`config.mk`:
```
export PLATFORM = sky130hd
export DESIGN_NAME = inst_fetch_queue_da
export DESIGN_NICKNAME = d
export VERILOG_FILES = /design/src/rtl/fetch_pkg_da.sv /design/src/rtl/sync_fifo_da.sv /design/src/rtl/inst_fetch_queue_da.sv
export SDC_FILE = /design/constraint.sdc
export NUM_CORES = 1
export LEC_CHECK = 0
export CORE_MARGIN = 2
export CORE_UTILIZATION = 40
export CTS_CLUSTER_SIZE = 14
export DETAILED_ROUTE_END_ITERATION = 8
export MAX_ROUTING_LAYER = met4
export PLACE_DENSITY_LB_ADDON = 0.15
export SYNTH_ARGS = -nofsm -noshare
export SYNTH_HDL_FRONTEND = slang
export SYNTH_SLANG_ARGS = --single-unit
```
`constraint.sdc`:
```
create_clock -name clk -period 4.3 [get_ports clk]
set_input_delay 0.645 -clock clk [delete_from_list [all_inputs] [get_ports clk]]
set_output_delay 0.645 -clock clk [all_outputs]
set_load 0.02 [all_outputs]
```
`src/rtl/fetch_pkg_da.sv`:
```
// Shared types and constants for the instruction-fetch queue.
// Entry layout is {pc, instr}, pc in the upper half.
package fetch_pkg_da;

  localparam int XLEN_DEF    = 32;
  localparam int INSTR_BYTES = 4;

  localparam logic [XLEN_DEF-1:0] NOP_INSTR = 32'h0;

  typedef struct packed {
    logic [XLEN_DEF-1:0] pc;
    logic [XLEN_DEF-1:0] instr;
  } fetch_entry_t;

  function automatic int cnt_width(input int depth);
    return $clog2(depth) + 1;
  endfunction

endpackage

```
`src/rtl/sync_fifo_da.sv`:
```
// Synchronous FIFO with sync clear; clear beats push/pop.
// Head data is read straight from the storage registers.
module sync_fifo_da
  import fetch_pkg_da::*;
#(
  parameter int WIDTH = 8,
  parameter int DEPTH = 4
) (
  input  logic                     clk,
  input  logic                     reset,
  input  logic                     i_clr,
  input  logic                     i_push,
  input  logic                     i_pop,
  input  logic [WIDTH-1:0]         i_wdata,
  output logic [WIDTH-1:0]         o_rdata,
  output logic                     o_full,
  output logic                     o_empty,
  output logic [$clog2(DEPTH):0]   o_count
);

  localparam int AW = $clog2(DEPTH);
  localparam int CW = cnt_width(DEPTH);

  logic [WIDTH-1:0] r_mem [DEPTH];
  logic [AW-1:0]    r_wptr;
  logic [AW-1:0]    r_rptr;
  logic [CW-1:0]    r_count;

  logic w_push;
  logic w_pop;

  assign o_empty = (r_count == '0);
  assign o_full  = (r_count == CW'(DEPTH));
  assign o_count = r_count;
  assign o_rdata = r_mem[r_rptr];

  assign w_pop  = i_pop & ~o_empty;
  assign w_push = i_push & (~o_full | w_pop);

  always_ff @(posedge clk) begin
    if (reset || i_clr) begin
      r_wptr  <= '0;
      r_rptr  <= '0;
      r_count <= '0;
    end else begin
      if (w_push) begin
        r_wptr <= r_wptr + 1'b1;
      end
      if (w_pop) begin
        r_rptr <= r_rptr + 1'b1;
      end
      unique case ({w_push, w_pop})
        2'b10:   r_count <= r_count + 1'b1;
        2'b01:   r_count <= r_count - 1'b1;
        default: r_count <= r_count;
      endcase
    end
  end

  always_ff @(posedge clk) begin
    if (w_push && !reset && !i_clr) begin
      r_mem[r_wptr] <= i_wdata;
    end
  end

endmodule

```
`src/rtl/inst_fetch_queue_da.sv`:
```
// PC owner and in-order fetch with credit-limited requests.
// Stale responses after a redirect are counted out via r_discard.
module inst_fetch_queue_da
  import fetch_pkg_da::*;
#(
  parameter int              XLEN     = XLEN_DEF,
  parameter int              QDEPTH   = 4,
  parameter logic [XLEN-1:0] RESET_PC = '0
) (
  input  logic            clk,
  input  logic            reset,
  input  logic            redirect_valid,
  input  logic [XLEN-1:0] redirect_pc,
  output logic            imem_req_valid,
  input  logic            imem_req_ready,
  output logic [XLEN-1:0] imem_req_addr,
  input  logic            imem_rsp_valid,
  input  logic [XLEN-1:0] imem_rsp_data,
  output logic            id_valid,
  input  logic            id_ready,
  output logic [XLEN-1:0] id_instr,
  output logic [XLEN-1:0] id_pc,
  output logic            flush_o
);

  localparam int CW = cnt_width(QDEPTH);

  logic [XLEN-1:0] r_pc;
  logic [CW-1:0]   r_outstanding;
  logic [CW-1:0]   r_discard;
  logic            r_flush;

  logic [XLEN-1:0]   w_pc_nxt;
  logic [CW-1:0]     w_out_nxt;
  logic [CW-1:0]     w_disc_nxt;
  logic [CW:0]       w_inuse;
  logic              w_credit;
  logic              w_accept;
  logic              w_drop;
  logic              w_keep;
  logic              w_deq;
  logic [XLEN-1:0]   w_rsp_pc;
  logic [2*XLEN-1:0] w_head;
  logic [CW-1:0]     w_q_count;
  logic              w_q_empty;
  logic              w_q_full;
  logic [CW-1:0]     w_f_count;
  logic              w_f_empty;
  logic              w_f_full;
  logic              w_unused;

  // Queue slots are reserved at request time, so the queue cannot overflow.
  assign w_inuse  = {1'b0, w_q_count} + {1'b0, r_outstanding};
  assign w_credit = (w_inuse < (CW+1)'(QDEPTH));

  assign imem_req_valid = ~reset & ~redirect_valid & w_credit;
  assign imem_req_addr  = r_pc;

  assign w_accept = imem_req_valid & imem_req_ready;
  assign w_drop   = imem_rsp_valid & (r_discard != '0);
  assign w_keep   = imem_rsp_valid & ~w_drop & ~redirect_valid;
  assign w_deq    = id_valid & id_ready;

  assign id_valid = ~w_q_empty;
  assign id_pc    = id_valid ? w_head[2*XLEN-1:XLEN] : '0;
  assign id_instr = id_valid ? w_head[XLEN-1:0] : XLEN'(NOP_INSTR);
  assign flush_o  = r_flush;

  assign w_unused = &{1'b0, w_q_full, w_f_full, w_f_empty, w_f_count};

  sync_fifo_da #(
    .WIDTH (XLEN),
    .DEPTH (QDEPTH)
  ) u_inflight (
    .clk     (clk),
    .reset   (reset),
    .i_clr   (1'b0),
    .i_push  (w_accept),
    .i_pop   (imem_rsp_valid),
    .i_wdata (r_pc),
    .o_rdata (w_rsp_pc),
    .o_full  (w_f_full),
    .o_empty (w_f_empty),
    .o_count (w_f_count)
  );

  sync_fifo_da #(
    .WIDTH (2*XLEN),
    .DEPTH (QDEPTH)
  ) u_queue (
    .clk     (clk),
    .reset   (reset),
    .i_clr   (redirect_valid),
    .i_push  (w_keep),
    .i_pop   (w_deq),
    .i_wdata ({w_rsp_pc, imem_rsp_data}),
    .o_rdata (w_head),
    .o_full  (w_q_full),
    .o_empty (w_q_empty),
    .o_count (w_q_count)
  );

  always_comb begin
    w_pc_nxt   = r_pc;
    w_out_nxt  = r_outstanding;
    w_disc_nxt = r_discard;
    unique case ({w_accept, imem_rsp_valid})
      2'b10:   w_out_nxt = r_outstanding + 1'b1;
      2'b01:   w_out_nxt = r_outstanding - 1'b1;
      default: w_out_nxt = r_outstanding;
    endcase
    unique case (1'b1)
      redirect_valid: begin
        w_pc_nxt   = {redirect_pc[XLEN-1:2], 2'b00};
        // Everything still in flight after this cycle is stale.
        w_disc_nxt = r_outstanding - CW'(imem_rsp_valid);
      end
      w_accept: begin
        w_pc_nxt = r_pc + XLEN'(INSTR_BYTES);
        if (w_drop) w_disc_nxt = r_discard - 1'b1;
      end
      default: begin
        if (w_drop) w_disc_nxt = r_discard - 1'b1;
      end
    endcase
  end

  always_ff @(posedge clk) begin
    if (reset) begin
      r_pc          <= RESET_PC;
      r_outstanding <= '0;
      r_discard     <= '0;
      r_flush       <= 1'b0;
    end else begin
      r_pc          <= w_pc_nxt;
      r_outstanding <= w_out_nxt;
      r_discard     <= w_disc_nxt;
      r_flush       <= redirect_valid;
    end
  end

endmodule

```
==> metrics.md, run 1 <==
| Metric | Value |
|---|---|
| Setup fix buffers added after clock tree synthesis | `0` |
| Horizontal die dimension | `~210 um` |
| Worst-Skew Late Latency | `0.55 ns` |
| Level count of the clock H-tree | `2` |
| Least-Margin Pin Slew | `0.878 ns` |
| Vias in the first global route | `between 9000 and 10000` |
| Clock tree root buffer cell | `sky130_fd_sc_hd__clkbuf_16` |
| Leading area contributor after synthesis | `sky130_fd_sc_hd__edfxtp_1` |
| Count of standard-cell rows | `74` |
| Post-Route Setup TNS | `0 ns` |
| Total grt overflow | `0` |
| Total internal power | `7.08 mW` |
| Launch point of the worst hold path | `u_inflight.o_count[2]$_SDFFE_PP0P_` |
| FF+latch count, synth | `423` |
| Post-route insts no fill | `between 1500 and 2000` |
| Max Transition Viols Final | `0` |
| Antenna Diode Count | `0` |
| Total power of the final layout | `9.06 mW` |
| Clock Power Share | `0.402` |
| Die outline area | `43400 um2` |
| Count of placed standard cells including taps | `1605` |
| Data required time of the worst path | `3.65 ns` |
| Setup repair after global routing missed its margin | `false` |
| Proportion of power drawn by combinational gates | `0.078` |
| First-pass iteration count of the detailed router | `5` |
| Reg-to-reg critical path startpoint | `r_outstanding[1]$_SDFFE_PP0P_` |
| Vias | `8888` |
| Clk pin slew, worst setup/hold paths | `about 0.06 ns` |
| Number of vias per cell after detailed routing | `~5.3` |
| Buffers added on ports | `roughly 160` |
| VDD IR-drop max | `roughly 0.27 mV` |
| Nature of the critical path endpoint | `output port` |
| Top post-synthesis cells by area | `sky130_fd_sc_hd__edfxtp_1 66%, sky130_fd_sc_hd__mux4_2 12%, sky130_fd_sc_hd__dfxtp_1 6.6%` |
| Crit Path Category | `flop to output port` |
| Layout Skew | `about 0.012 ns` |
| FF-to-FF End | `u_inflight.o_count[2]$_SDFFE_PP0P_` |
| Worst path arrival time | `between 2 and 3 ns` |
| Initial antenna violation count | `0` |
| Number of antenna-violating nets in the routed design | `0` |
| Count of clock tree sinks | `423` |
| Per-cell routed wire length | `approximately 21 um` |
| Placement-stage cell area | `~19000 um2` |
| Power Dens Cells | `between 400 and 500 nW/um2` |
| Class of the tightest hold or removal check | `flop to flop` |
| HPWL after detailed placement | `about 23000 um` |
| Average size of a mapped cell | `about 18 um2` |
| Share of cells above drive strength 1 | `0.170` |
| Deepest clock path buffer count | `3` |
| Final weighted congestion of routability-driven global placement | `between 0.7 and 0.8` |
| Switching power | `1.97 mW` |
| Post-synthesis cell count | `between 900 and 1000` |
| Final clock period utilization by the worst path | `0.826` |
| Maximum net fanout on the critical path | `22` |
| Worst slack at placement | `between 0.8 and 0.9 ns` |
| Proportion of power drawn by flip-flops and latches | `0.520` |
| Maximum number of pins on one net before global-route repair | `41` |
| Design Area, Final | `approximately 20000 um2` |
| WL final | `around 36000 um` |
| Fin crit period | `~3.6 ns` |
| Status | `finished clean` |
| # setup viols final | `0` |
| Number of distinct library cells after synthesis | `50` |
| Number of buffers inserted during clock tree synthesis | `45` |
| Top-area cell type share of the netlist area | `0.661` |
| Critical path startpoint category | `flop` |
| Count of boundary I/O pins | `between 150 and 200` |
| Number of violations of the max-capacitance limit | `0` |
| Layout Area Growth over Synthesis | `22.9%` |
| Number of gates resized after CTS | `0` |
| Seq/Total Area, Yosys | `0.727` |
| Post-Syn Area | `roughly 17000 um2` |
| Initial Util | `0.407` |
| Count of synthesis-stage warnings from yosys | `0` |
| Global-route wire length before repair | `roughly 56000 um` |
| CTS tree | `built` |
| Number of nets at the end of the flow | `between 1000 and 1500` |
| Die Y | `208 um` |
| Final setup slack of the worst path | `~0.75 ns` |
| Post-route DRC | `0` |
| Number of enable flip-flop cells after synthesis | `approximately 370` |
| Register-to-register setup slack | `about 1.2 ns` |
| Switching part of the total | `0.218` |
| Highest Clock Rate | `282 MHz` |
| Core utilization of the finished layout | `0.501` |
| Post-route worst hold slack | `approximately 0.51 ns` |
| Final hold violation count | `0` |
| Core area | `41000 um2` |
| Max-slew headroom at the worst pin | `0.415` |
| Global-route usage over all layers | `0.174` |
| CTS Hold Bufs | `0` |
| Violation count after the first detailed-route iteration | `approximately 600` |
| Leakage power of the design | `between 6 and 7 nW` |
| R2r worst-path depth | `12` |
| Most used flip-flop cell after synthesis | `sky130_fd_sc_hd__edfxtp_1` |
| Worst Hold Path EP | `u_inflight.o_count[2]$_SDFFE_PP0P_` |
| Hold depth | `2` |
| Share of synthesized flip-flops with an asynchronous set or reset | `0` |
==> worst max-delay path by stage <==
stage / end / depth (start not counted)
4_1_cts: id_pc[2] / 4
3_3_place_gp: u_queue.r_mem[3][23]$_DFFE_PP_ / 5
5_1_grt: id_pc[2] / 4
2_1_floorplan: u_queue.r_mem[0][0]$_DFFE_PP_ / 3
3_5_place_dp: u_queue.r_mem[3][27]$_DFFE_PP_ / 5
6_report: id_instr[30] / 4
==> cell type report <==
| type | instances | area, um2 |
|---|---|---|
| clock buffer | 66 | 1290 |
| tap | 532 | 666 |
| multi-input combinational | 438 | 4290 |
| sequential | 423 | 12200 |
| timing repair buffer | 188 | 1930 |
| fill | 3369 | 20500 |
| inverter | 24 | 92.6 |
| clock inverter | 16 | 109 |
==> state kept, by name, indices dropped and copies added, names as in the netlist, named ones only <==
register	cells
r_discard	3
u_queue.o_count	3
u_queue.r_mem	248
u_inflight.o_count	3
u_inflight.r_rptr	2
u_queue.r_rptr	2
u_inflight.r_wptr	2
u_queue.r_wptr	2
u_inflight.r_mem	120
flush_o	1
r_outstanding	3
imem_req_addr	30
==> cells in the mapped netlist (11+ instances only) <==
library cell               count
sky130_fd_sc_hd__nand3_1      16
sky130_fd_sc_hd__a21oi_1      25
sky130_fd_sc_hd__edfxtp_1    368
sky130_fd_sc_hd__nand2_1      39
sky130_fd_sc_hd__o211ai_1     11
sky130_fd_sc_hd__ha_1         18
sky130_fd_sc_hd__buf_1        11
sky130_fd_sc_hd__dfxtp_1      55
sky130_fd_sc_hd__nor2_1       38
sky130_fd_sc_hd__inv_1        23
sky130_fd_sc_hd__and2_1       71
sky130_fd_sc_hd__mux4_2       92
sky130_fd_sc_hd__clkbuf_1     26
==> metal layers <==
layer	global-route usage	vias up	wire length, um
met5	-	-	0
met4	0.0394	0	573
met3	0.0287	46	1690
met2	0.279	230	17600
met1	0.236	4558	16300
li1	-	4054	-
==> power by group through the flow <==
stage               Clock, mW  Combinational, mW  Sequential, mW
finish                   3.64              0.706            4.71
global route             3.90              0.775            4.73
CTS                      3.74              0.715            4.72
detailed placement          0              0.713            4.80
global placement            0              0.700            4.80
floorplan                   0              0.447            4.76
==> critical path, cell delays in order (launching register included) <==
cell and delay (ns):
sky130_fd_sc_hd__dfxtp_4 0.68, sky130_fd_sc_hd__buf_4 0.40, sky130_fd_sc_hd__mux4_2 0.54, sky130_fd_sc_hd__and2_1 0.18, sky130_fd_sc_hd__clkdlybuf4s50_1 0.55
==> cells by family (layout without fill, tap and decap cells) <==
group,after synthesis,count (layout),share of synthesized area
muxes,99,99,0.128
buffers and inverters,68,294,0.0169
AOI/OAI and AO/OA,81,81,0.0319
xor gates and xnor gates,17,17,0.00891
DFF,423,423,0.727
and+or+nand+nor,216,216,0.0693
other,1,4,0.000224
adders and majority gates,21,21,0.0171
==> cells in the final DEF (no fill, tap or decap), types with 5 or more instances in the layout <==
cell type,count
sky130_fd_sc_hd__dfxtp_1,51
sky130_fd_sc_hd__buf_4,17
sky130_fd_sc_hd__mux4_2,92
sky130_fd_sc_hd__o211ai_1,11
sky130_fd_sc_hd__clkinv_1,6
sky130_fd_sc_hd__xnor2_1,8
sky130_fd_sc_hd__or3_1,9
sky130_fd_sc_hd__clkinv_2,5
sky130_fd_sc_hd__clkdlybuf4s50_1,162
sky130_fd_sc_hd__edfxtp_1,368
sky130_fd_sc_hd__ha_1,18
sky130_fd_sc_hd__clkbuf_1,15
sky130_fd_sc_hd__a31oi_1,8
sky130_fd_sc_hd__and2_1,71
sky130_fd_sc_hd__xor2_1,9
sky130_fd_sc_hd__nand2_1,39
sky130_fd_sc_hd__clkbuf_16,47
sky130_fd_sc_hd__nand3_1,16
sky130_fd_sc_hd__o21ai_0,10
sky130_fd_sc_hd__nor3_1,9
sky130_fd_sc_hd__buf_12,9
sky130_fd_sc_hd__o311ai_0,5
sky130_fd_sc_hd__mux2i_1,5
sky130_fd_sc_hd__a21oi_1,25
sky130_fd_sc_hd__nand4_1,10
sky130_fd_sc_hd__nor2_1,38
sky130_fd_sc_hd__inv_1,23
No activity file was read; power rests on OpenSTA's default activity.
==> run 2, diff against run 1 <==
==> constraint.sdc (replaced) <==
create_clock -name clk -period 3.01 [get_ports clk]
set_input_delay 0.4515 -clock clk [delete_from_list [all_inputs] [get_ports clk]]
set_output_delay 0.4515 -clock clk [all_outputs]
set_load 0.02 [all_outputs]
==> metrics.md, run 2 (synthesized netlist as in run 1, its figures left out) <==
| Metric | Value |
|---|---|
| Per-cell routed wire length | `21.0 um (-1.9%)` |
| Antenna Diode Count | `0 (unchanged)` |
| # setup viols final | `0 (unchanged)` |
| Max FFs per register | `248 (unchanged)` |
| CTS tree | `built` |
| Final clock period utilization by the worst path | `0.973` |
| Level count of the clock H-tree | `2 (unchanged)` |
| Buffers added on ports | `162 (unchanged)` |
| Count of clock tree sinks | `423 (unchanged)` |
| Crit Path Category | `flop to output port` |
| Clock tree root buffer cell | `sky130_fd_sc_hd__clkbuf_16` |
| Vias in the first global route | `9111 (-1.2%)` |
| HPWL after detailed placement | `23500 um (+2.6%)` |
| Maximum number of pins on one net before global-route repair | `49 (+20%)` |
| Fill cell count | `3415 (+1.4%)` |
| Initial Util | `0.407 (unchanged)` |
| Initial antenna violation count | `0 (unchanged)` |
| Violation count after the first detailed-route iteration | `528 (-12%)` |
| Global-route wire length before repair | `55700 um (-0.51%)` |
| Worst path arrival time | `2.48 ns (-0.43 ns)` |
| Count of boundary I/O pins | `169 (unchanged)` |
| Max Transition Viols Final | `0 (unchanged)` |
| Switching power | `2.86 mW (+45%)` |
| Max-slew headroom at the worst pin | `0.575 (+0.160)` |
| Commonest cells after routing, fill and taps aside | `368 x sky130_fd_sc_hd__edfxtp_1, 150 x sky130_fd_sc_hd__clkdlybuf4s50_1, 92 x sky130_fd_sc_hd__mux4_2` |
| Fin crit period | `about 3 ns` |
| Core area | `41000 um2 (unchanged)` |
| Placement-stage cell area | `19600 um2 (+2.3%)` |
| First-pass iteration count of the detailed router | `5 (unchanged)` |
| Class of the tightest hold or removal check | `input port to flop` |
| Leading cell type in the layout, fill and taps excluded | `sky130_fd_sc_hd__edfxtp_1` |
| Number of violations of the max-capacitance limit | `0 (unchanged)` |
| CTS Hold Bufs | `0 (unchanged)` |
| Final hold violation count | `0 (unchanged)` |
| Number of vias per cell after detailed routing | `5.24 (-0.51%)` |
| Highest Clock Rate | `~340 MHz` |
| Status | `finished clean` |
| Layout Area Growth over Synthesis | `26.0%` |
| Maximum net fanout on the critical path | `15 (-32%)` |
| Proportion of power drawn by flip-flops and latches | `0.515 (-0.005)` |
| Vias | `9042 (+1.7%)` |
| Number of buffers inserted during clock tree synthesis | `46 (+2.2%)` |
| Layout Skew | `0.0155 ns (+0.00314 ns)` |
| Count of standard-cell rows | `74 (unchanged)` |
| Number of antenna-violating nets in the routed design | `0 (unchanged)` |
| VDD IR-drop max | `0.347 mV (+28%)` |
| Clock Power Share | `0.398 (-0.004)` |
| Proportion of power drawn by combinational gates | `0.087 (+0.009)` |
| Nature of the critical path endpoint | `output port` |
| Total internal power | `10.1 mW (+42%)` |
| Horizontal die dimension | `208 um (unchanged)` |
| Die Y | `208 um (unchanged)` |
| Worst-Skew Late Latency | `0.56 ns (about the same)` |
| Design Area, Final | `21100 um2 (+2.6%)` |
| Least-Margin Pin Slew | `0.635 ns (-0.243 ns)` |
| Clk pin slew, worst setup/hold paths | `0.06 ns (about the same)` |
| Critical path startpoint category | `flop` |
| Register ranked first by flip-flop count | `u_queue.r_mem` |
| Count of placed standard cells including taps | `1638 (+2.1%)` |
| Post-route DRC | `0 (unchanged)` |
| Post-Route Setup TNS | `0 ns (unchanged)` |
| Deepest clock path buffer count | `3 (unchanged)` |
| Data required time of the worst path | `2.56 ns (-1.09 ns)` |
| Power Dens Cells | `614 nW/um2 (+39%)` |
| WL final | `36300 um (+0.32%)` |
| Post-route insts no fill | `1725 (+2.3%)` |
| Number of nets at the end of the flow | `1251 (+3.3%)` |
| Total grt overflow | `0 (unchanged)` |
| Global-route usage over all layers | `0.175 (+0.000345)` |
| Switching part of the total | `0.221 (+0.00306)` |
| Leakage power of the design | `6.93 nW (+7.3%)` |
| Final weighted congestion of routability-driven global placement | `0.820 (+8.3%)` |
| Die outline area | `43400 um2 (unchanged)` |
| Share of cells above drive strength 1 | `0.196 (+0.0264)` |
==> run 2: cell types whose count changed in the layout (fill, tap and decap cells not counted), moves of 12 or more <==
cell and change:
sky130_fd_sc_hd__buf_4 +22, sky130_fd_sc_hd__buf_12 +17, sky130_fd_sc_hd__clkdlybuf4s50_1 -12, sky130_fd_sc_hd__dlymetal6s2s_1 +12
==> run 2: worst max-delay path, stage by stage (launching register included) <==
cell and delay, ns:
sky130_fd_sc_hd__dfxtp_4 0.47, sky130_fd_sc_hd__buf_12 0.21, sky130_fd_sc_hd__mux4_2 0.52, sky130_fd_sc_hd__and2_1 0.18, sky130_fd_sc_hd__clkdlybuf4s50_1 0.53
==> run 2: cell type report <==
class / count / area [um2] / share of cell area
clock buffers: 60 / 1230 / 0.0586
well taps: 532 / 666 / 0.0316
clock inverters: 21 / 135 / 0.00642
repair buffers: 227 / 2460 / 0.117
multi-input cells: 438 / 4310 / 0.204
inverters: 24 / 92.6 / 0.00440
flip-flops and latches: 423 / 12200 / 0.577
==> run 2: path summary, 6_finish.rpt <==
check	from	end	slack [ns]	cells past startpoint
min	redirect_pc[28]	imem_req_addr[28]$_SDFFE_PP0P_	0.47	3
max reg2reg	r_outstanding[1]$_SDFFE_PP0P_	r_outstanding[2]$_SDFFE_PP0P_	0.29	9
max	flop	id_instr[26]	0.08	4
min reg2reg	u_inflight.o_count[2]$_SDFFE_PP0P_	u_inflight.o_count[2]$_SDFFE_PP0P_	0.51	2
==> run 2: what timing repair did <==
item	CTS	global route
resized for setup	2	13
pin swaps	0	1
endpoints found under the setup margin	54	27
setup buffers	1	5
==> run 2: through the flow <==
step,worst slack (ns),utilization,hold WS (ns),power (mW)
2_1_floorplan,0.185,-,0.466,7.44
3_3_place_gp,0.222,0.477,0.500,7.90
3_5_place_dp,0.243,0.477,0.503,7.92
4_1_cts,0.00199,0.512,0.438,13.1
5_1_grt,-0.00136,0.513,0.492,13.4
6_report,0.0823,0.513,0.474,12.9
==> run 2: power groups by stage <==
stage | Sequential (mW) | Combinational (mW) | Clock, mW
5_1_grt | 6.67 | 1.23 | 5.55
4_1_cts | 6.66 | 1.14 | 5.31
2_1_floorplan | 6.80 | 0.638 | 0
3_3_place_gp | 6.78 | 1.12 | 0
3_5_place_dp | 6.79 | 1.14 | 0
6_report | 6.66 | 1.13 | 5.15
==> run 2: layer usage <==
| layer | GRT usage | routed length [um] |
|---|---|---|
| met4 | 0.0479 | 648 |
| met2 | 0.275 | 17300 |
| met1 | 0.231 | 16200 |
| met5 | - | 0 |
| met3 | 0.0377 | 2120 |
==> run 3, diff against run 2 <==
==> constraint.sdc (replaced) <==
create_clock -name clk -period 3.01 [get_ports clk]
set_input_delay 0.4515 -clock clk [delete_from_list [all_inputs] [get_ports clk]]
set_output_delay 0.4515 -clock clk [all_outputs]
set_load 0.005 [all_outputs]
==> metrics.md, run 3 (synthesized netlist as in run 1, its figures left out) <==
| Metric | Value |
|---|---|
| Clock Power Share | `0.414 (+0.016)` |
| Post-Route Setup TNS | `0 ns (unchanged)` |
| Fin crit period | `2.85 ns (-0.0735 ns)` |
| Die outline area | `43400 um2 (unchanged)` |
| Violation count after the first detailed-route iteration | `530 (+0.38%)` |
| Worst path arrival time | `2.40 ns (-0.08 ns)` |
| Share of cells above drive strength 1 | `0.189 (-0.00737)` |
| Number of vias per cell after detailed routing | `5.24 (about the same)` |
| Initial Util | `0.407 (unchanged)` |
| Proportion of power drawn by combinational gates | `0.079 (-0.008)` |
| Setup repair after global routing missed its margin | `false` |
| Status | `finished clean` |
| Horizontal die dimension | `208 um (unchanged)` |
| First-pass iteration count of the detailed router | `5 (unchanged)` |
| CTS Hold Bufs | `0 (unchanged)` |
| Clock tree root buffer cell | `sky130_fd_sc_hd__clkbuf_16` |
| Layout Skew | `0.0186 ns (+0.00316 ns)` |
| Total internal power | `10.4 mW (+2.8%)` |
| Die Y | `208 um (unchanged)` |
| Count of boundary I/O pins | `169 (unchanged)` |
| Switching part of the total | `0.212 (-0.00902)` |
| Core area | `41000 um2 (unchanged)` |
| Global-route wire length before repair | `54800 um (-1.6%)` |
| Commonest cells after routing, fill and taps aside | `368 x sky130_fd_sc_hd__edfxtp_1, 162 x sky130_fd_sc_hd__clkdlybuf4s50_1, 92 x sky130_fd_sc_hd__mux4_2` |
| Max-slew headroom at the worst pin | `0.476 (-0.0989)` |
| Per-cell routed wire length | `20.9 um (-0.70%)` |
| Buffers added on ports | `162 (unchanged)` |
| Initial antenna violation count | `0 (unchanged)` |
| Buf/Inv on CP | `2 (unchanged)` |
| Total area of sequential cells | `12200 um2 (unchanged)` |
| Power Dens Cells | `630 nW/um2 (+2.6%)` |
| # setup viols final | `0 (unchanged)` |
| Count of clock tree sinks | `423 (unchanged)` |
| Vias in the first global route | `9231 (+1.3%)` |
| Final weighted congestion of routability-driven global placement | `0.802 (-2.2%)` |
| Proportion of power drawn by flip-flops and latches | `0.507 (-0.008)` |
| Critical Path Max Stage Delay | `0.55 ns (+0.02 ns)` |
| Final clock period utilization by the worst path | `0.948 (-0.0244)` |
| HPWL after detailed placement | `21700 um (-7.6%)` |
| Register-to-register setup slack | `0.28 ns (about the same)` |
| VDD IR-drop max | `0.364 mV (+5.1%)` |
| Register ranked first by flip-flop count | `u_queue.r_mem` |
| Max FFs per register | `248 (unchanged)` |
| WL final | `35700 um (-1.7%)` |
| Deepest clock path buffer count | `3 (unchanged)` |
| Worst-Skew Late Latency | `0.56 ns (about the same)` |
| Least-Margin Pin Slew | `0.785 ns (+0.150 ns)` |
| Maximum net fanout on the critical path | `16 (+1)` |
| Number of buffers inserted during clock tree synthesis | `45 (-2.2%)` |
| Total grt overflow | `0 (unchanged)` |
| Crit Path Category | `flop to output port` |
| Antenna Diode Count | `0 (unchanged)` |
| Class of the tightest hold or removal check | `input port to flop` |
| Post-route worst hold slack | `0.475 ns (+0.000924 ns)` |
| Cell-by-cell listing of the critical path | `buf_12, mux4_2, and2_1, clkdlybuf4s50_1` |
| Leading cell type in the layout, fill and taps excluded | `sky130_fd_sc_hd__edfxtp_1` |
| Number of violations of the max-capacitance limit | `0 (unchanged)` |
| Highest Clock Rate | `350 MHz (+2.6%)` |
| Level count of the clock H-tree | `2 (unchanged)` |
| Global-route usage over all layers | `0.171 (-0.00400)` |
| Maximum number of pins on one net before global-route repair | `65 (+33%)` |
| Data required time of the worst path | `2.56 ns (about the same)` |
| Switching power | `2.79 mW (-2.6%)` |
| Number of nets at the end of the flow | `1231 (-1.6%)` |
| Fill cell count | `3385 (-0.88%)` |
| Delay-heaviest family, CP | `buffers and inverters` |
| CTS tree | `built` |
| Slowest CP cell | `sky130_fd_sc_hd__mux4_2` |
| Final hold violation count | `0 (unchanged)` |
| Post-route DRC | `0 (unchanged)` |
| Layout Area Growth over Synthesis | `24.9%` |
| Total area of multi-input combinational cells | `4290 um2 (-0.35%)` |
| Max Transition Viols Final | `0 (unchanged)` |
| Number of antenna-violating nets in the routed design | `0 (unchanged)` |
| Clk pin slew, worst setup/hold paths | `0.06 ns (about the same)` |
| Count of standard-cell rows | `74 (unchanged)` |
| Vias | `8949 (-1.0%)` |
| Critical path startpoint category | `flop` |
| Leakage power of the design | `6.64 nW (-4.2%)` |
| Nature of the critical path endpoint | `output port` |
==> run 3: cell count changes in the layout (fill, tap and decap cells not counted), sizes merged <==
cell	change
dlymetal6s2s	-12
clkinv	-3
inv	-1
buf	-19
bufinv	+2
clkinvlp	-1
clkbuf	+5
clkdlybuf4s50	+12
==> run 3: timing repair <==
| item | CTS | global route |
|---|---|---|
| buffers inserted | 2 | 0 |
| endpoints found under the setup margin | 45 | 0 |
| gates resized for setup | 1 | 0 |
| endpoints found under the hold margin | 0 | 0 |
==> run 3: path summary, 6_finish.rpt <==
path | startpoint | to | cells past startpoint
max | flop | id_pc[30] | 4
min | redirect_pc[28] | imem_req_addr[28]$_SDFFE_PP0P_ | 3
max reg2reg | u_queue.o_count[1]$_SDFFE_PP0P_ | r_outstanding[2]$_SDFFE_PP0P_ | 9
min reg2reg | u_inflight.o_count[2]$_SDFFE_PP0P_ | u_inflight.o_count[2]$_SDFFE_PP0P_ | 2
==> run 3: area by class of cell <==
type | count | area share
Clock inverter | 18 | 0.00804
Sequential cell | 423 | 0.583
Multi-Input combinational cell | 438 | 0.206
Inverter | 24 | 0.00444
Clock buffer | 65 | 0.0625
Timing Repair Buffer | 208 | 0.104
Tap cell | 532 | 0.0319
==> run 3: power groups by stage <==
| stage | combinational (mW) | sequential, mW | clock, mW |
|---|---|---|---|
| after global placement | 1.03 | 6.79 | 0 |
| after floorplan | 0.600 | 6.77 | 0 |
| after global routing | 1.14 | 6.68 | 5.83 |
| after detailed placement | 1.05 | 6.79 | 0 |
| final | 1.03 | 6.67 | 5.44 |
| after CTS | 1.06 | 6.67 | 5.59 |
==> run 3: worst reg2reg max path, delay by kind of cell (launching register included) <==
family	cells	cell delay [ns]
xor gates and xnor gates	1	0.14
AOI/OAI and AO/OA	2	0.56
adders and majority gates	3	0.87
DFF	1	0.40
buffers and inverters	1	0.07
and+or+nand+nor	2	0.60
==> run 3: layer usage <==
layer | routed length, um | GRT usage | vias to the layer above
met5 | 0 | - | -
met4 | 729 | 0.0454 | 0
met3 | 1590 | 0.0322 | 61
met2 | 17100 | 0.270 | 227
met1 | 16300 | 0.228 | 4558
li1 | - | - | 4103
==> run 3: metrics by stage <==
step           power (mW)  setup slack (ns)  cells  area [um2]  utilization
2_1_floorplan        7.37             0.185    929       16700            -
3_3_place_gp         7.82             0.267   1623       19400        0.472
3_5_place_dp         7.84             0.228   1623       19400        0.472
4_1_cts              13.3            0.0687   1708       20900        0.509
5_1_grt              13.6            0.0411   1708       20900        0.509
6_report             13.1             0.156   1708       20900        0.509
